**src/rtl/bincount_seq_ctrl.sv**
```systemverilog
`default_nettype none
// ============================================================================
//  Module      : bincount_seq_ctrl
//  Description : Run-control sequencer for an Nbits binary counter. Handles
//                start / pause / stop / terminal count with a prescaled step,
//                a one-cycle done pulse, a busy level and optional auto-reload
//                for periodic interval timing.
//  Revision    : 1.0  initial release
// ============================================================================
module bincount_seq_ctrl #(
    parameter int Nbits = 4,
    parameter int DIV   = 1
) (
    input  logic             clk,
    input  logic             rst,
    input  logic             start,
    input  logic             stop,
    input  logic             pause,
    input  logic             auto_reload,
    input  logic [Nbits-1:0] term,
    output logic [Nbits-1:0] counter,
    output logic             busy,
    output logic             done,
    output logic [1:0]       state
);

    // Prescaler width; DIV=1 still gets a one-bit register that never leaves 0.
    localparam int DIV_W = (DIV > 1) ? $clog2(DIV) : 1;
    localparam logic [DIV_W-1:0] DIV_LAST = DIV_W'(DIV - 1);

    typedef enum logic [1:0] {
        S_IDLE = 2'b00,
        S_RUN  = 2'b01,
        S_HOLD = 2'b10,
        S_DONE = 2'b11
    } state_t;

    state_t             state_q;
    logic [Nbits-1:0]   counter_q;
    logic [Nbits-1:0]   term_r;
    logic [DIV_W-1:0]   div_cnt;
    logic               busy_q;
    logic               done_q;

    logic               at_term;
    logic               div_wrap;
    logic [DIV_W-1:0]   div_next;
    logic [Nbits-1:0]   cnt_next;

    // Next values for one running step: advance the prescaler, and bump the
    // counter only when the prescaler wraps.
    always_comb begin
        at_term  = (counter_q == term_r);
        div_wrap = (div_cnt == DIV_LAST);
        div_next = div_cnt + DIV_W'(1);
        cnt_next = counter_q;
        if (div_wrap) begin
            div_next = '0;
            cnt_next = counter_q + Nbits'(1);
        end
    end

    // Sequencer: state, counter, latched terminal, prescaler and registered flags.
    always_ff @(posedge clk or posedge rst) begin
        if (rst) begin
            state_q   <= S_IDLE;
            counter_q <= '0;
            term_r    <= '0;
            div_cnt   <= '0;
            busy_q    <= 1'b0;
            done_q    <= 1'b0;
        end else begin
            case (state_q)
                S_IDLE: begin
                    // stop has no effect here, so start+stop still starts.
                    if (start) begin
                        term_r    <= term;
                        counter_q <= '0;
                        div_cnt   <= '0;
                        state_q   <= S_RUN;
                        busy_q    <= 1'b1;
                    end
                end

                S_RUN: begin
                    if (stop) begin
                        state_q <= S_IDLE;
                        busy_q  <= 1'b0;
                    end else if (pause) begin
                        state_q <= S_HOLD;
                    end else if (at_term) begin
                        state_q <= S_DONE;
                        done_q  <= 1'b1;
                    end else begin
                        div_cnt   <= div_next;
                        counter_q <= cnt_next;
                    end
                end

                S_HOLD: begin
                    // The resume cycle does the work a RUN cycle would have
                    // done, so each paused cycle costs exactly one cycle and
                    // the prescaler phase carries straight through.
                    if (stop) begin
                        state_q <= S_IDLE;
                        busy_q  <= 1'b0;
                    end else if (!pause) begin
                        if (at_term) begin
                            state_q <= S_DONE;
                            done_q  <= 1'b1;
                        end else begin
                            state_q   <= S_RUN;
                            div_cnt   <= div_next;
                            counter_q <= cnt_next;
                        end
                    end
                end

                S_DONE: begin
                    done_q <= 1'b0;
                    if (auto_reload) begin
                        term_r    <= term;
                        counter_q <= '0;
                        div_cnt   <= '0;
                        state_q   <= S_RUN;
                    end else begin
                        state_q <= S_IDLE;
                        busy_q  <= 1'b0;
                    end
                end

                default: begin
                    state_q <= S_IDLE;
                    busy_q  <= 1'b0;
                    done_q  <= 1'b0;
                end
            endcase
        end
    end

    assign counter = counter_q;
    assign busy    = busy_q;
    assign done    = done_q;
    assign state   = state_q;

endmodule
`default_nettype wire

```
**config.mk**
```make
export PLATFORM = sky130hd
export DESIGN_NAME = bincount_seq_ctrl
export DESIGN_NICKNAME = d
export VERILOG_FILES = /design/src/rtl/bincount_seq_ctrl.sv
export SDC_FILE = /design/constraint.sdc
export NUM_CORES = 1
export LEC_CHECK = 0
export BUFFER_PORTS_ARGS = -buffer_cell sky130_fd_sc_hd__buf_2
export CAP_MARGIN = 10
export CORE_MARGIN = 2
export CORE_UTILIZATION = 46
export DETAILED_ROUTE_END_ITERATION = 8
export GPL_TIMING_DRIVEN = 0
export HOLD_SLACK_MARGIN = 0.06
export PLACE_DENSITY = 0.73
export SYNTH_ARGS = -nofsm -noshare
export SYNTH_HDL_FRONTEND = slang
export SYNTH_SLANG_ARGS = --single-unit
```
**constraint.sdc**
```tcl
create_clock -name clk -period 2 [get_ports clk]
set_clock_uncertainty 0.05 [all_clocks]
set_input_delay 0.1 -clock clk [delete_from_list [all_inputs] [get_ports clk]]
set_output_delay 0.1 -clock clk [all_outputs]
set_load 0.01 [all_outputs]
```
==> flow_summary.toml <==
[finish]
area.growth.synth_to_final_pct = 27.5
fin_area_um2 = 976
fillCellCount = 134
nets = 120
drive_above_1_share = 0.317
fin_util = 0.633
diodes = 0

[synth]
async_flop_share = 1.00
ys_types = 34
yosys_register_bits = 12
yosys.area.top_type = "dfrtp_1"
synthFlopType = "dfrtp_1"
yosysWarnings = 0
synth-edff-count = 0
syn-num-nets = 93
ys_seq_area_frac = 0.392
avgSynthCellArea_um2 = 9.82
yosys-top-cells-count = "dfrtp_1 (12), inv_1 (8), nand2_1 (6), nor2_1 (6), ha_1 (5)"
netlist_instances = 78
syn_area_um2 = 766
netlist.area_leader.share = 0.392
synthTopCellsByArea = "dfrtp_1 (39%), ha_1 (8.2%), mux2_2 (5.9%)"
synth_most_common_cell = "dfrtp_1"

[sta]
max_slew_margin = 0.697
clock.fmax_ghz = 0.549
min_period_ps = 1820
tns_ps = 0
finalHoldViolations = 0
maxSlewViolCount = 0
rsz0062_at_grt = "no"
min_period_over_period = 0.910
setup_viol = 0
worstMarginPinSlew_ps = 453

[cts]
clk_pin_slew_ps = 80
clockRootBuffer = "clkbuf_4"
htree_num_levels = 1
cts_tree = "built"
clock-sinks = 12
clk_latency_ps = 280
cts_buffers = 3
cts_buffer_depth = 2

[critical_path]
worst_setup_path_start_kind = "flop"
critPathKind = "reg2reg"
path_buf_inv = 0
critPathCaptureType = "flop"
cp_data_arrival_time_ps = 1930
crit_chain = "ha_1 > nor2b_1 > nor2_4 > and4_2 > a2111oi_2"
cp_max_fo = 7
critical-path-top-delay-family = "simple AND/OR/NAND/NOR gates"
r2r_setup_slack_ps = 180
required_ps = 2110
slowest_delay_ps = 390
slowest_stage = "dfrtp_1"

[pwr]
clkPwrFrac = 0.138
pwr-share-seq = 0.302
p_comb_frac = 0.560
power_density_nw_per_um2 = 1460
p_leak_nw = 0.460
power.switching_uw = 593
switching_share = 0.416
p_int_uw = 833
ir_drop_mv = 0.906

[floorplanning]
initial_core_util = 0.497
fp.dieArea_um2 = 2010
row_count = 14
io_pins = 18
die_y_um = 44.8
core_um2 = 1540
die_x_um = 44.8

[place]
port_buffers = 17
hpwl_mm = 1.16
place.gp.congestion = 0.778
placed_area_um2 = 871

[drt]
totalWireLength_mm = 1.55
vias = 664
drt-initial-drc-count = 8
wl_per_cell_um = 12.9
drc_errors = 0
via_per_inst = 5.53
drt_pass1_iterations = 4
antenna_left = 0

[global_route]
grt_pass1_vias = 634
grt_pass1_wl_mm = 2.66
grtUsageTotal = 0.189
grt.overflow.total = 0
antenna_found_initial = 0
grt_max_degree = 13

[run]
cap_violations = 0

[run_status]
status = "complete, no violations"

[hold_path]
hp-class = "in2reg"
==> timing repair <==
action	in CTS	in global routing
pin swaps	1	0
endpoints found under the hold margin	16	0
setup buffers	1	0
hold buffers	5	0
gates resized for setup	1	3
gates cloned	0	0
setup endpoints to repair	6	6
==> metal layers <==
metal  vias to the layer above  global-route usage  share of wire
li1                        337                   -              -
met1                       297               0.209           0.44
met2                        25               0.307           0.48
met3                         5              0.0760          0.056
met4                         0               0.106          0.021
met5                         -                   0              0
==> registers in the layout, indices dropped and copies added (netlist names) <==
signal,flops
term_r,4
state,2
counter,4
busy,1
done,1
==> worst register-to-register path, delay by kind of cell, from the launching register on <==
family | cells | cell delay [ps]
adders and majority gates | 1 | 240
and+or+nand+nor | 3 | 740
DFF | 1 | 390
AOI/OAI and AO/OA | 1 | 300
==> area by class of cell <==
| class | instances | area (um2) | area share |
|---|---|---|---|
| clock buffer | 4 | 36.3 | 0.0372 |
| tap | 16 | 20.0 | 0.0205 |
| inverter | 8 | 30.0 | 0.0308 |
| multi-input combinational | 57 | 447 | 0.458 |
| sequential | 12 | 300 | 0.308 |
| timing repair buffer | 23 | 143 | 0.146 |
==> cells by family (layout without fill, tap and decap cells) <==
| logic type | after synthesis | count (layout) | synth area share |
|---|---|---|---|
| xor+xnor | 4 | 4 | 0.0457 |
| fa+ha+maj | 5 | 5 | 0.0817 |
| buf+inv | 9 | 35 | 0.0441 |
| flops | 12 | 12 | 0.392 |
| simple gates | 23 | 23 | 0.160 |
| compound gates | 21 | 21 | 0.217 |
| mux | 4 | 4 | 0.0588 |
==> path summary, 6_finish.rpt <==
path,cells past startpoint,startpoint,to
worst max register to register,5,state[1]$_DFFE_PP0P_,counter[3]$_DFFE_PP0P_
worst min register to register,1,term_r[0]$_DFFE_PP0P_,term_r[0]$_DFFE_PP0P_
worst min-delay path,3,start,busy$_DFFE_PP0P_
min in group asynchronous,3,rst,counter[1]$_DFFE_PP0P_
worst max-delay path,5,state[1]$_DFFE_PP0P_,counter[3]$_DFFE_PP0P_
max in group asynchronous,3,rst,counter[3]$_DFFE_PP0P_
==> cell usage in the layout (no fill, tap or decap), types with 2 or more instances in the layout <==
cell,synthesis,final
buf_2,0,17
clkbuf_4,0,3
a21oi_1,3,3
o211ai_1,2,2
dlygate4sd3_1,0,5
inv_1,8,8
mux2_2,4,4
dfrtp_1,12,12
ha_1,5,5
nand2_1,6,6
xnor2_1,4,4
nor2_1,6,5
o21ai_0,3,3
==> power groups by stage <==
stage / Clock, mW / Combinational (mW) / Sequential, mW
after CTS: 0.202 / 0.786 / 0.433
after global placement: 0 / 0.735 / 0.439
after global routing: 0.215 / 0.899 / 0.448
final: 0.197 / 0.799 / 0.430
after detailed placement: 0 / 0.753 / 0.445
after floorplan: 0 / 0.554 / 0.453
==> metrics by stage <==
stage / hold WS, ps / total power, mW / std cells / setup WS (ps)
global route: 125 / 1.56 / 120 / 44.8
global placement: 78.5 / 1.17 / 111 / -78.7
detailed placement: 83.0 / 1.20 / 111 / -139
floorplan: -85.3 / 1.01 / 78 / 76.7
CTS: 62.5 / 1.42 / 120 / 24.8
finish: 99.1 / 1.43 / 120 / 180
Power figures use the tool's default switching activity.
